<file path="config.mk">
export PLATFORM = sky130hd
export DESIGN_NAME = hwpe_stream_serialize_sched
export DESIGN_NICKNAME = d
export VERILOG_FILES = /design/src/rtl/hwpe_stream_serialize_sched.sv
export SDC_FILE = /design/constraint.sdc
export NUM_CORES = 1
export LEC_CHECK = 0
export BUFFER_PORTS_ARGS = -buffer_cell sky130_fd_sc_hd__buf_2
export CELL_PAD_IN_SITES_DETAIL_PLACEMENT = 0
export CELL_PAD_IN_SITES_GLOBAL_PLACEMENT = 1
export CORE_ASPECT_RATIO = 1.4
export CORE_MARGIN = 1
export CORE_UTILIZATION = 37
export CTS_CLUSTER_SIZE = 16
export DETAILED_ROUTE_END_ITERATION = 10
export PLACE_DENSITY = 0.85
export SYNTH_ARGS = -nofsm -noshare
export SYNTH_HDL_FRONTEND = slang
export SYNTH_SLANG_ARGS = --single-unit
</file>
<file path="constraint.sdc">
create_clock -name clk_i -period 2.9 [get_ports clk_i]
set_clock_uncertainty 0.15 [all_clocks]
set_input_delay 0.58 -clock clk_i [delete_from_list [all_inputs] [get_ports clk_i]]
set_output_delay 0.58 -clock clk_i [all_outputs]
set_load 0.02 [all_outputs]
</file>
<file path="src/rtl/hwpe_stream_serialize_sched.sv">
// Job-level scheduler for an NB_IN_STREAMS-way stream serializer: drives ctrl_serdes_t and gates the pop handshake.
// Optional stall counter on port stall_cnt_o when HWPE_STREAM_SERIALIZE_SCHED_PERF_EN is defined.

package hwpe_stream_serialize_sched_pkg;
  typedef struct packed {
    logic        clear_serdes_state;
    logic [7:0]  first_stream;
    logic [31:0] nb_contig_m1;
  } ctrl_serdes_t;
endpackage

module hwpe_stream_serialize_sched
  import hwpe_stream_serialize_sched_pkg::*;
#(
  parameter int unsigned NB_IN_STREAMS = 2,
  parameter int unsigned CONTIG_LIMIT  = 1024,
  parameter int unsigned ROUND_W       = 16,
  localparam int unsigned CONTIG_W     = $clog2(CONTIG_LIMIT),
  localparam int unsigned STREAM_W     = $clog2(NB_IN_STREAMS)
) (
  input  logic                clk_i,
  input  logic                rst_i,
  input  logic                clear_i,
  input  logic                start_i,
  input  logic [CONTIG_W-1:0] cfg_nb_contig_m1_i,
  input  logic [ROUND_W-1:0]  cfg_nb_rounds_m1_i,
  input  logic [STREAM_W-1:0] cfg_first_stream_i,
  output ctrl_serdes_t        ctrl_o,
  output logic                ser_clear_o,
  input  logic                in_valid_i,
  output logic                in_ready_o,
  output logic                out_valid_o,
  input  logic                out_ready_i,
  output logic                busy_o,
  output logic                done_o,
  output logic [STREAM_W-1:0] cur_stream_o
`ifdef HWPE_STREAM_SERIALIZE_SCHED_PERF_EN
  ,
  output logic [31:0]         stall_cnt_o
`endif
);

  localparam int unsigned GROUP_W = ROUND_W + STREAM_W + 1;

  typedef enum logic [1:0] {IDLE, RUN, DONE} state_t;

  state_t              r_state, w_state_nxt;
  logic [CONTIG_W-1:0] r_contig_m1, w_contig_m1_nxt;
  logic [ROUND_W-1:0]  r_rounds_m1, w_rounds_m1_nxt;
  logic [STREAM_W-1:0] r_first, w_first_nxt;
  logic [CONTIG_W-1:0] r_contig_cnt, w_contig_cnt_nxt;
  logic [GROUP_W-1:0]  r_group_cnt, w_group_cnt_nxt;
  logic [STREAM_W-1:0] r_cur, w_cur_nxt;

  logic               w_clr, w_run, w_beat, w_group_end, w_last;
  logic [GROUP_W-1:0] w_groups;

  assign w_clr       = rst_i | clear_i;
  assign w_run       = (r_state == RUN);
  assign w_beat      = in_valid_i & out_ready_i & w_run;
  assign w_groups    = (GROUP_W'(r_rounds_m1) + GROUP_W'(1)) * GROUP_W'(NB_IN_STREAMS);
  assign w_group_end = w_beat & (r_contig_cnt == r_contig_m1);
  assign w_last      = w_group_end & (r_group_cnt == w_groups - GROUP_W'(1));

  always_ff @(posedge clk_i) begin
    if (rst_i) begin
      r_state      <= IDLE;
      r_contig_m1  <= '0;
      r_rounds_m1  <= '0;
      r_first      <= '0;
      r_contig_cnt <= '0;
      r_group_cnt  <= '0;
      r_cur        <= '0;
    end else begin
      r_state      <= w_state_nxt;
      r_contig_m1  <= w_contig_m1_nxt;
      r_rounds_m1  <= w_rounds_m1_nxt;
      r_first      <= w_first_nxt;
      r_contig_cnt <= w_contig_cnt_nxt;
      r_group_cnt  <= w_group_cnt_nxt;
      r_cur        <= w_cur_nxt;
    end
  end

  // The stream pointer is left at first_stream after a job, so the next job resumes there.
  always_comb begin
    w_state_nxt      = r_state;
    w_contig_m1_nxt  = r_contig_m1;
    w_rounds_m1_nxt  = r_rounds_m1;
    w_first_nxt      = r_first;
    w_contig_cnt_nxt = r_contig_cnt;
    w_group_cnt_nxt  = r_group_cnt;
    w_cur_nxt        = r_cur;
    unique case (r_state)
      IDLE: begin
        if (start_i) begin
          w_state_nxt      = RUN;
          w_contig_m1_nxt  = cfg_nb_contig_m1_i;
          w_rounds_m1_nxt  = cfg_nb_rounds_m1_i;
          w_first_nxt      = cfg_first_stream_i;
          w_contig_cnt_nxt = '0;
          w_group_cnt_nxt  = '0;
        end
      end
      RUN: begin
        if (w_last) begin
          w_state_nxt      = DONE;
          w_contig_cnt_nxt = '0;
          w_group_cnt_nxt  = '0;
          w_cur_nxt        = r_first;
        end else if (w_group_end) begin
          w_contig_cnt_nxt = '0;
          w_group_cnt_nxt  = r_group_cnt + GROUP_W'(1);
          w_cur_nxt        = (r_cur == STREAM_W'(NB_IN_STREAMS - 1)) ? '0 : r_cur + STREAM_W'(1);
        end else if (w_beat) begin
          w_contig_cnt_nxt = r_contig_cnt + CONTIG_W'(1);
        end
      end
      DONE: w_state_nxt = IDLE;
      default: w_state_nxt = IDLE;
    endcase
    if (w_clr) begin
      w_state_nxt      = IDLE;
      w_contig_m1_nxt  = '0;
      w_rounds_m1_nxt  = '0;
      w_first_nxt      = '0;
      w_contig_cnt_nxt = '0;
      w_group_cnt_nxt  = '0;
      w_cur_nxt        = '0;
    end
  end

  // Every output except ser_clear_o is forced low while a reset or clear is applied.
  always_comb begin
    ctrl_o                    = '0;
    ser_clear_o               = w_clr;
    out_valid_o               = 1'b0;
    in_ready_o                = 1'b0;
    busy_o                    = 1'b0;
    done_o                    = 1'b0;
    cur_stream_o              = '0;
    if (!w_clr) begin
      ctrl_o.nb_contig_m1       = 32'(r_contig_m1);
      ctrl_o.first_stream       = 8'(r_first);
      ctrl_o.clear_serdes_state = w_last;
      out_valid_o               = in_valid_i & w_run;
      in_ready_o                = out_ready_i & w_run;
      busy_o                    = (r_state != IDLE);
      done_o                    = (r_state == DONE);
      cur_stream_o              = r_cur;
    end
  end

`ifdef HWPE_STREAM_SERIALIZE_SCHED_PERF_EN
  logic [31:0] r_stall_cnt;

  always_ff @(posedge clk_i) begin
    if (w_clr) begin
      r_stall_cnt <= '0;
    end else if (r_state == IDLE && start_i) begin
      r_stall_cnt <= '0;
    end else if (w_run && in_valid_i && !out_ready_i && r_stall_cnt != '1) begin
      r_stall_cnt <= r_stall_cnt + 32'd1;
    end
  end

  assign stall_cnt_o = w_clr ? '0 : r_stall_cnt;
`else
`endif

endmodule

</file>
# ---- After elaboration in Yosys (flattened, before gate mapping)
# Index checks and enable logic that the tools add are counted.
dict set report totals {
  rom_bits 0
  wordCells 58
  n_memories 0
  latchBits 0
  reg_bits 58
  mem_bits_rw 0
  in_bits 33
}
dict set report classes {
  n_reduce_logical 10
  div 0
  bitwise_logic 7
  n_eq_ne 8
  mul 0
  mux 21
  addsub 5
  n_lt_le_gt_ge 0
  n_shift 0
}
# cell count
set ops {}
lappend ops {{$mux W18} 3}
lappend ops {{$mux W41} 1}
lappend ops {{$mux W10} 4}
lappend ops {{$pmux W18 S2} 1}
lappend ops {{$pmux W10 S2} 1}
lappend ops {{$add A18 B1 Y18 const B} 1}
lappend ops {{$eq A18 B18 Y1} 1}
lappend ops {{$sub A18 B1 Y18 const B} 1}
lappend ops {{$add A16 B1 Y17 const B} 1}
lappend ops {{$add A10 B1 Y10 const B} 1}
lappend ops {{$eq A10 B10 Y1} 1}
lappend ops {{$mux W1} 8}
lappend ops {{$and A1 B1 Y1} 6}
lappend ops {{$reduce_and A2 Y1} 3}
lappend ops {{$reduce_and A3 Y1} 2}
lappend ops {{$reduce_bool A2 Y1} 3}
lappend ops {{$mux W2} 2}
lappend ops {{$ne A4 B1 Y1 const B} 1}
lappend ops {{$pmux W2 S2} 1}
lappend ops {{$ne A3 B1 Y1 const B} 1}
lappend ops {{$eq A2 B1 Y1 const B} 1}
lappend ops {{$eq A2 B2 Y1 const B} 1}
lappend ops {{$logic_not A2 Y1} 1}
lappend ops {{$ne A2 B1 Y1 const B} 1}
lappend ops {{other kinds (4)} 4}

# ---- Logic depth before layout (Yosys ltp)
# Gate-level depths: netlist of the first run.
dict set report depth {
  depth_word 6
  depth_mapped 12
  mapped_depth_nobuf 10
}

# ---- Worst setup path before layout of the first run
# No wires, ideal clock.
dict set report synth_timing {
  path_kind {flip-flop to output port}
  from {register r_rounds_m1[1]}
  to {output ctrl_o[40] (netlist bit)}
  slack_ps -850
  t_required_ps 2170
  stages_incl_launch_ff 11
  t_arrival_ps 3020
  path_cell_list {dfxtp_1 -> ha_1 -> buf_2 -> a211o_1 -> a2111oi_2 -> o221a_2 -> nor4b_1 -> a31o_2 -> a31oi_1 -> and2_4 -> nor4_1}
}
# element line
set synth_rtl {}
lappend synth_rtl {{from (decl)} 49} ;# logic [ROUND_W-1:0] r_rounds_m1, w_rounds_m1_nxt;
lappend synth_rtl {{from (signal assigned)} 77} ;# r_rounds_m1 <= w_rounds_m1_nxt;
lappend synth_rtl {{to (decl)} 28} ;# output ctrl_serdes_t ctrl_o,

==> results.cfg, run 1 <==
[power_and_ir_drop]
p_leak_uw = 0.00231
maximum_vdd_ir_drop_mv = 0.352
cellPowerDensity_nw_per_um2 = 380
design_power_total_uw = 2170
p_int_uw = 1590
seq_power_share_pct = 38.0
sw_frac_of_total_pct = 26.6
pwr-share-comb_pct = 13.6
power.clock.fraction_pct = 48.3
switchingPower_uw = 577

[timing]
final_number_of_hold_violating_endpoints = 0
finalCriticalPeriod_ps = 3700
worst_slack_setup_final_ps = -800
worst-slew-pin-transition_ps = 756
max_clock_freq_ghz = 0.270
whs_ps = 328
maxSlewHeadroom_pct = 49.5
finalSetupViolations = 22
rsz0062_at_grt = true
timing.final.max_slew_violations = 0
post-route-period-util_pct = 128

[worst_setup_path]
path_type_of_the_worst_setup_path = reg -> out
worst_r2r_path_depth = 13
crit_path_max_fanout = 10
worstReg2RegEnd = r_group_cnt[12]
critical_r2r_launch = r_rounds_m1[1]
endpoint_kind = output port
cp_data_required_time_ps = 2170
start_kind = flip-flop
ff2ff_setup_slack_ps = -460
critical_path_arrival_ps = 2970

[global_routing]
via_count_of_the_first_global_routing_pass = 4285
antenna_found_initial = 0
grt_max_degree = 34
global_route.usage.total_pct = 23.7
grt_first_pass_wirelength_um = 20100
gr-total-overflow = 0

[logic_synthesis]
synth-edff-count = 0
ys_async_sr_fraction_pct = 0
synthesis.instances = 514
yosys_warnings = 0
postSynth.topFlopCell = sky130_fd_sc_hd__dfxtp_1
ys_seq_area_share_pct = 29.2
synthesis.area_per_instance_um2 = 7.75
postSynthRegisterBits = 58
post_synth_instance_area_um2 = 3980
synth_cell_type_count = 67

[place]
place_ws_ps = -522
post-dp-hpwl_um = 9240
routabilityCongestion = 0.909
port-buffer-count = 50
place_area_um2 = 5090

[finish]
drive_gt1_share_pct = 36.0
nets = 700
post_layout_utilization_of_the_core_pct = 54.9
finish.instance_area_um2 = 5710
insertedDiodeCount = 0
fillers = 989
layout.cells.most_common_list = sky130_fd_sc_hd__buf_4, sky130_fd_sc_hd__nand2_1, sky130_fd_sc_hd__dfxtp_1, sky130_fd_sc_hd__buf_2, sky130_fd_sc_hd__xnor2_1
syn2layout_area_growth_pct = 43.4
mostFrequentLayoutCell = sky130_fd_sc_hd__buf_4

[clock_network]
tritoncts_clock_tree = yes
hold_buffers = 0
cts_num_sinks = 58
cts_buffers = 9
worst_setup_hold_path_clk_slew_ps = 50
clock_tree.htree_level_count = 3
ctsLongestPathBuffers = 2
clock_tree.root_cell = sky130_fd_sc_hd__clkbuf_16
clkLatencyLatePin_ps = 330

[job]
maximum_capacitance_violations = 0

[die]
effective_utilization_at_floorplan_pct = 38.3
die_w_um = 89.7
core_um2 = 10400
total_die_area_um2 = 11200
die_h_um = 125
floorplan.io_pins = 80
placement_rows = 44

[routing]
first_pass_iters = 4
detail_route.drc_violations = 0
ant_nets = 0
avgViaCountPerCell = 5.26
initialDrtViolationCount = 181
routed_wire_length_per_instance_um = 15.3
via_count = 4247
wl_um = 12400

[worst_hold_path]
timing.hold.worst_endpoint = r_first
worst_hold_path_type = reg -> reg
hold_path_startpoint = r_first
hold_path_depth = 2

[run_status]
outcome = complete, but fails checks
violations_in_the_final_reports = setup timing
==> cells by family (layout without fill, tap and decap cells) <==
group / Yosys count / after routing / share of synthesized area, %
simple gates: 244 / 244 / 32.0
compound gates: 79 / 79 / 13.3
xor+xnor: 68 / 68 / 15.3
buf+inv: 59 / 186 / 8.67
flops: 58 / 58 / 29.2
fa+ha+maj: 3 / 3 / 0.943
mux: 2 / 2 / 0.503
other cells: 1 / 29 / 0.0942
==> how the worst max path moves through the flow <==
stage,from,to,cells after the start
final,r_rounds_m1[1],ctrl_o[40],11
after global routing,r_rounds_m1[1],ctrl_o[40],11
after CTS,r_rounds_m1[0],ctrl_o[40],10
after detailed placement,r_rounds_m1[0],ctrl_o[40],11
after global placement,out_ready_i,ctrl_o[40],8
after floorplan,r_rounds_m1[1],ctrl_o[40],10
==> flip-flops by register name, indices dropped and copies added (netlist names) <==
register and count:
r_first 1, r_cur 1, r_state 2, r_group_cnt 18, r_contig_m1 10, r_rounds_m1 16, r_contig_cnt 10
==> cell usage after synthesis, drive strengths merged, types with 2 or more instances <==
cell	instances	area share, %
nand3b	3	0.57
nor4	10	2.1
nor3b	2	0.38
buf	40	6.9
ha	3	0.94
dfxtp	58	29
nand3	26	3.3
mux2i	2	0.50
or3	3	0.47
a21oi	33	4.1
and2	15	2.4
inv	6	0.57
nand2	75	7.1
nor2	33	3.3
nand4	14	2.4
a31oi	4	0.63
or4	5	0.94
a211o	2	0.44
xor2	23	5.1
a32oi	2	0.44
o211ai	4	0.88
or2	2	0.31
xnor2	44	9.7
o31ai	2	0.38
clkbuf	12	1.1
a211oi	6	1.1
nor3	25	3.1
nor4b	2	0.44
and4	4	0.88
and3	14	2.2
o21a	2	0.38
nand2b	5	0.79
o31a	2	0.44
o21ai	8	1.0
a2111oi	2	0.63
==> critical path, stage by stage (launching register included) <==
cell                       delay (ps)
sky130_fd_sc_hd__dfxtp_4          370
sky130_fd_sc_hd__ha_4             200
sky130_fd_sc_hd__a211o_1          330
sky130_fd_sc_hd__a21oi_2          200
sky130_fd_sc_hd__o211ai_1         170
sky130_fd_sc_hd__buf_4            180
sky130_fd_sc_hd__nor4b_2          200
sky130_fd_sc_hd__a32oi_1          120
sky130_fd_sc_hd__and2_1           200
sky130_fd_sc_hd__nand3b_1         210
sky130_fd_sc_hd__nor4_4           280
sky130_fd_sc_hd__buf_4            180
==> what timing repair did <==
| item | 4_1_cts | 5_1_grt |
|---|---|---|
| buffers inserted | 6 | 2 |
| endpoints found under the hold margin | 0 | 0 |
| pin swaps | 7 | 6 |
| gates resized for setup | 36 | 18 |
| endpoints found under the setup margin | 22 | 22 |
==> final cells by class <==
cell class              instances  area (um^2)  area share (%)
clock buffers                   9          225            3.94
repair buffers                163         1140            19.9
flip-flops and latches         58         1170            20.5
multi-input cells             425         2910            51.0
clock inverters                 7         68.8            1.21
well taps                     138          173            3.02
inverters                       7         26.3           0.460
==> metal layers <==
metal,share of wire (%),global-route usage [%],vias to the layer above,wire (um)
met2,53,42.5,164,6570
li1,-,-,2055,-
met4,5.7,14.5,0,710
met5,0,0,-,0
met3,3.9,3.91,47,485
met1,37,24.6,1981,4600
==> power groups by stage <==
stage	combinational [uW]	clock [uW]	sequential, uW
3_5_place_dp	269	0	842
5_1_grt	326	1100	828
4_1_cts	286	1070	825
3_3_place_gp	263	0	841
2_1_floorplan	194	0	838
6_report	296	1050	827
==> metrics by stage <==
| stage | setup TNS (ps) | instances |
|---|---|---|
| after floorplan | -541 | 542 |
| after global placement | -6710 | 784 |
| after detailed placement | -8070 | 784 |
| after CTS | -6940 | 805 |
| after global routing | -10400 | 807 |
| final | -7500 | 807 |
No activity file was read; power rests on OpenSTA's default activity.
==> inputs of run 2 (changes only) <==
--- a/config.mk
+++ b/config.mk
@@ -14,6 +14,8 @@
 export CTS_CLUSTER_SIZE = 16
 export DETAILED_ROUTE_END_ITERATION = 10
 export PLACE_DENSITY = 0.85
+export SETUP_SLACK_MARGIN = 0.1
+export SKIP_LAST_GASP = 1
 export SYNTH_ARGS = -nofsm -noshare
 export SYNTH_HDL_FRONTEND = slang
 export SYNTH_SLANG_ARGS = --single-unit
==> run 2 against run 1 <==
Compared with the run above: the run still ends with setup timing left; largest power group unchanged; highest routed layer unchanged; combinational power up 6%; total power rose by 7.3%; global-route usage is 0.34 points lower; utilization rose by 2.6 points; non-clock buffer count grew 19; sequential share of layout area decreased by 0.83 points; first-iteration DRC count down 18%; sequential power is essentially flat; wire length rose by 0.75%; via count is essentially flat; clock power increased by 13%.
==> results.cfg, run 2 (synthesized netlist as in run 1, its figures left out) <==
[run_status]
outcome = complete, but fails checks
violations_in_the_final_reports = setup timing

[worst_setup_path]
crit_path_max_fanout = 6
start_kind = flip-flop
worst_r2r_path_depth = 14
critical_path_arrival_ps = 3080
path_type_of_the_worst_setup_path = reg -> out
endpoint_kind = output port
cp_data_required_time_ps = 2170

[worst_hold_path]
hold_path_depth = 2
worst_hold_path_type = reg -> reg

[die]
die_w_um = 89.7
total_die_area_um2 = 11200
core_um2 = 10400
die_h_um = 125
placement_rows = 44
floorplan.io_pins = 80
effective_utilization_at_floorplan_pct = 38.3

[global_routing]
global_route.usage.total_pct = 23.4
via_count_of_the_first_global_routing_pass = 4338
gr-total-overflow = 0
grt_max_degree = 30
grt_first_pass_wirelength_um = 20100
antenna_found_initial = 0

[timing]
timing.final.max_slew_violations = 0
maxSlewHeadroom_pct = 38.2
finalSetupViolations = 22
max_clock_freq_ghz = 0.263
final_number_of_hold_violating_endpoints = 0
worst-slew-pin-transition_ps = 925
worst_slack_setup_final_ps = -909
finalCriticalPeriod_ps = 3810
post-route-period-util_pct = 131
rsz0062_at_grt = true

[finish]
register_area_um2 = 1170
largest_register_ffs = 18
mostFrequentLayoutCell = sky130_fd_sc_hd__buf_4
post_layout_utilization_of_the_core_pct = 57.5
largest-register = r_group_cnt
instances_no_fill = 826
drive_gt1_share_pct = 39.1
syn2layout_area_growth_pct = 50.2
insertedDiodeCount = 0
layout.cells.most_common_list = sky130_fd_sc_hd__buf_4, sky130_fd_sc_hd__nand2_1, sky130_fd_sc_hd__dfxtp_1, sky130_fd_sc_hd__buf_2, sky130_fd_sc_hd__xnor2_1
nets = 719
layout_top_registers = r_group_cnt: 18 flops, r_rounds_m1: 16 flops
multi_input_area_um2 = 2970
fillers = 900

[routing]
via_count = 4251
routed_wire_length_per_instance_um = 15.1
detail_route.drc_violations = 0
initialDrtViolationCount = 149
wl_um = 12500
avgViaCountPerCell = 5.15
first_pass_iters = 4
ant_nets = 0

[place]
port-buffer-count = 50
post-place-cells = 788
post-dp-hpwl_um = 9330
routabilityCongestion = 0.887

[job]
maximum_capacitance_violations = 0

[clock_network]
clock_tree.htree_level_count = 3
cts_num_sinks = 58
cts_buffers = 9
tritoncts_clock_tree = yes
clkLatencyLatePin_ps = 330
clock_tree.root_cell = sky130_fd_sc_hd__clkbuf_16
worst_setup_hold_path_clk_slew_ps = 50
ctsLongestPathBuffers = 2

[power_and_ir_drop]
maximum_vdd_ir_drop_mv = 0.387
cellPowerDensity_nw_per_um2 = 390
pwr-share-comb_pct = 13.5
sw_frac_of_total_pct = 23.9
switchingPower_uw = 558
seq_power_share_pct = 35.3
p_leak_uw = 0.00247
p_int_uw = 1770
power.clock.fraction_pct = 51.1
-- run 2: metal layers --
metal  vias up  part of all wire, %  GRT usage, %
met4         0                  4.0          11.6
met1      2000                   39          25.2
li1       2092                    -             -
met3        38                  3.0          3.58
met2       121                   54          42.4
met5         -                    0             0
-- run 2: worst max-delay path, stage by stage, from the launching register on --
cell and delay [ps]:
sky130_fd_sc_hd__dfxtp_4 350, sky130_fd_sc_hd__ha_4 190, sky130_fd_sc_hd__a211o_1 300, sky130_fd_sc_hd__a2111oi_4 470, sky130_fd_sc_hd__o221a_4 270, sky130_fd_sc_hd__buf_6 100, sky130_fd_sc_hd__xor2_1 140, sky130_fd_sc_hd__a31o_2 200
sky130_fd_sc_hd__a31oi_4 90, sky130_fd_sc_hd__and2_4 180, sky130_fd_sc_hd__nor4_4 270, sky130_fd_sc_hd__buf_4 190
-- run 2: power by group through the flow --
stage	logic [uW]	registers, uW	clock network, uW
3_5_place_dp	281	840	0
3_3_place_gp	276	839	0
4_1_cts	299	824	1220
5_1_grt	342	825	1250
6_report	315	824	1190
2_1_floorplan	195	838	0
-- run 2: cell type report --
| cell class | count | area share (%) |
|---|---|---|
| well taps | 138 | 2.89 |
| inverters | 7 | 0.440 |
| flip-flops and latches | 58 | 19.7 |
| multi-input cells | 425 | 49.7 |
| repair buffers | 182 | 21.7 |
| clock buffers | 10 | 3.83 |
| clock inverters | 6 | 1.76 |
-- run 2: path summary, 6_finish.rpt --
path / to / start / slack, ps
setup / recovery: ctrl_o[40] / r_rounds_m1[1] / -910
hold / removal: r_first / r_first / 320
setup reg to reg: r_group_cnt[0] / r_rounds_m1[1] / -490
hold reg to reg: r_first / r_first / 320
-- run 2: stage by stage --
step	setup slack (ps)	cell area (um^2)	total power, uW	setup TNS, ps	hold slack, ps
2_1_floorplan	-332	4200	1030	-541	300
5_1_grt	-998	5980	2420	-11480	344
6_report	-909	5980	2330	-9110	324
3_5_place_dp	-663	5130	1120	-9500	321
4_1_cts	-890	5710	2340	-12560	326
3_3_place_gp	-584	5130	1110	-8240	308
-- run 2: repair_timing --
item / 4_1_cts / 5_1_grt
setup endpoints to repair: 22 / 22
gates resized for setup: 35 / 47
cloned: 0 / 0
pin swaps: 11 / 30
buffers inserted: 14 / 11
hold buffers: 0 / 0
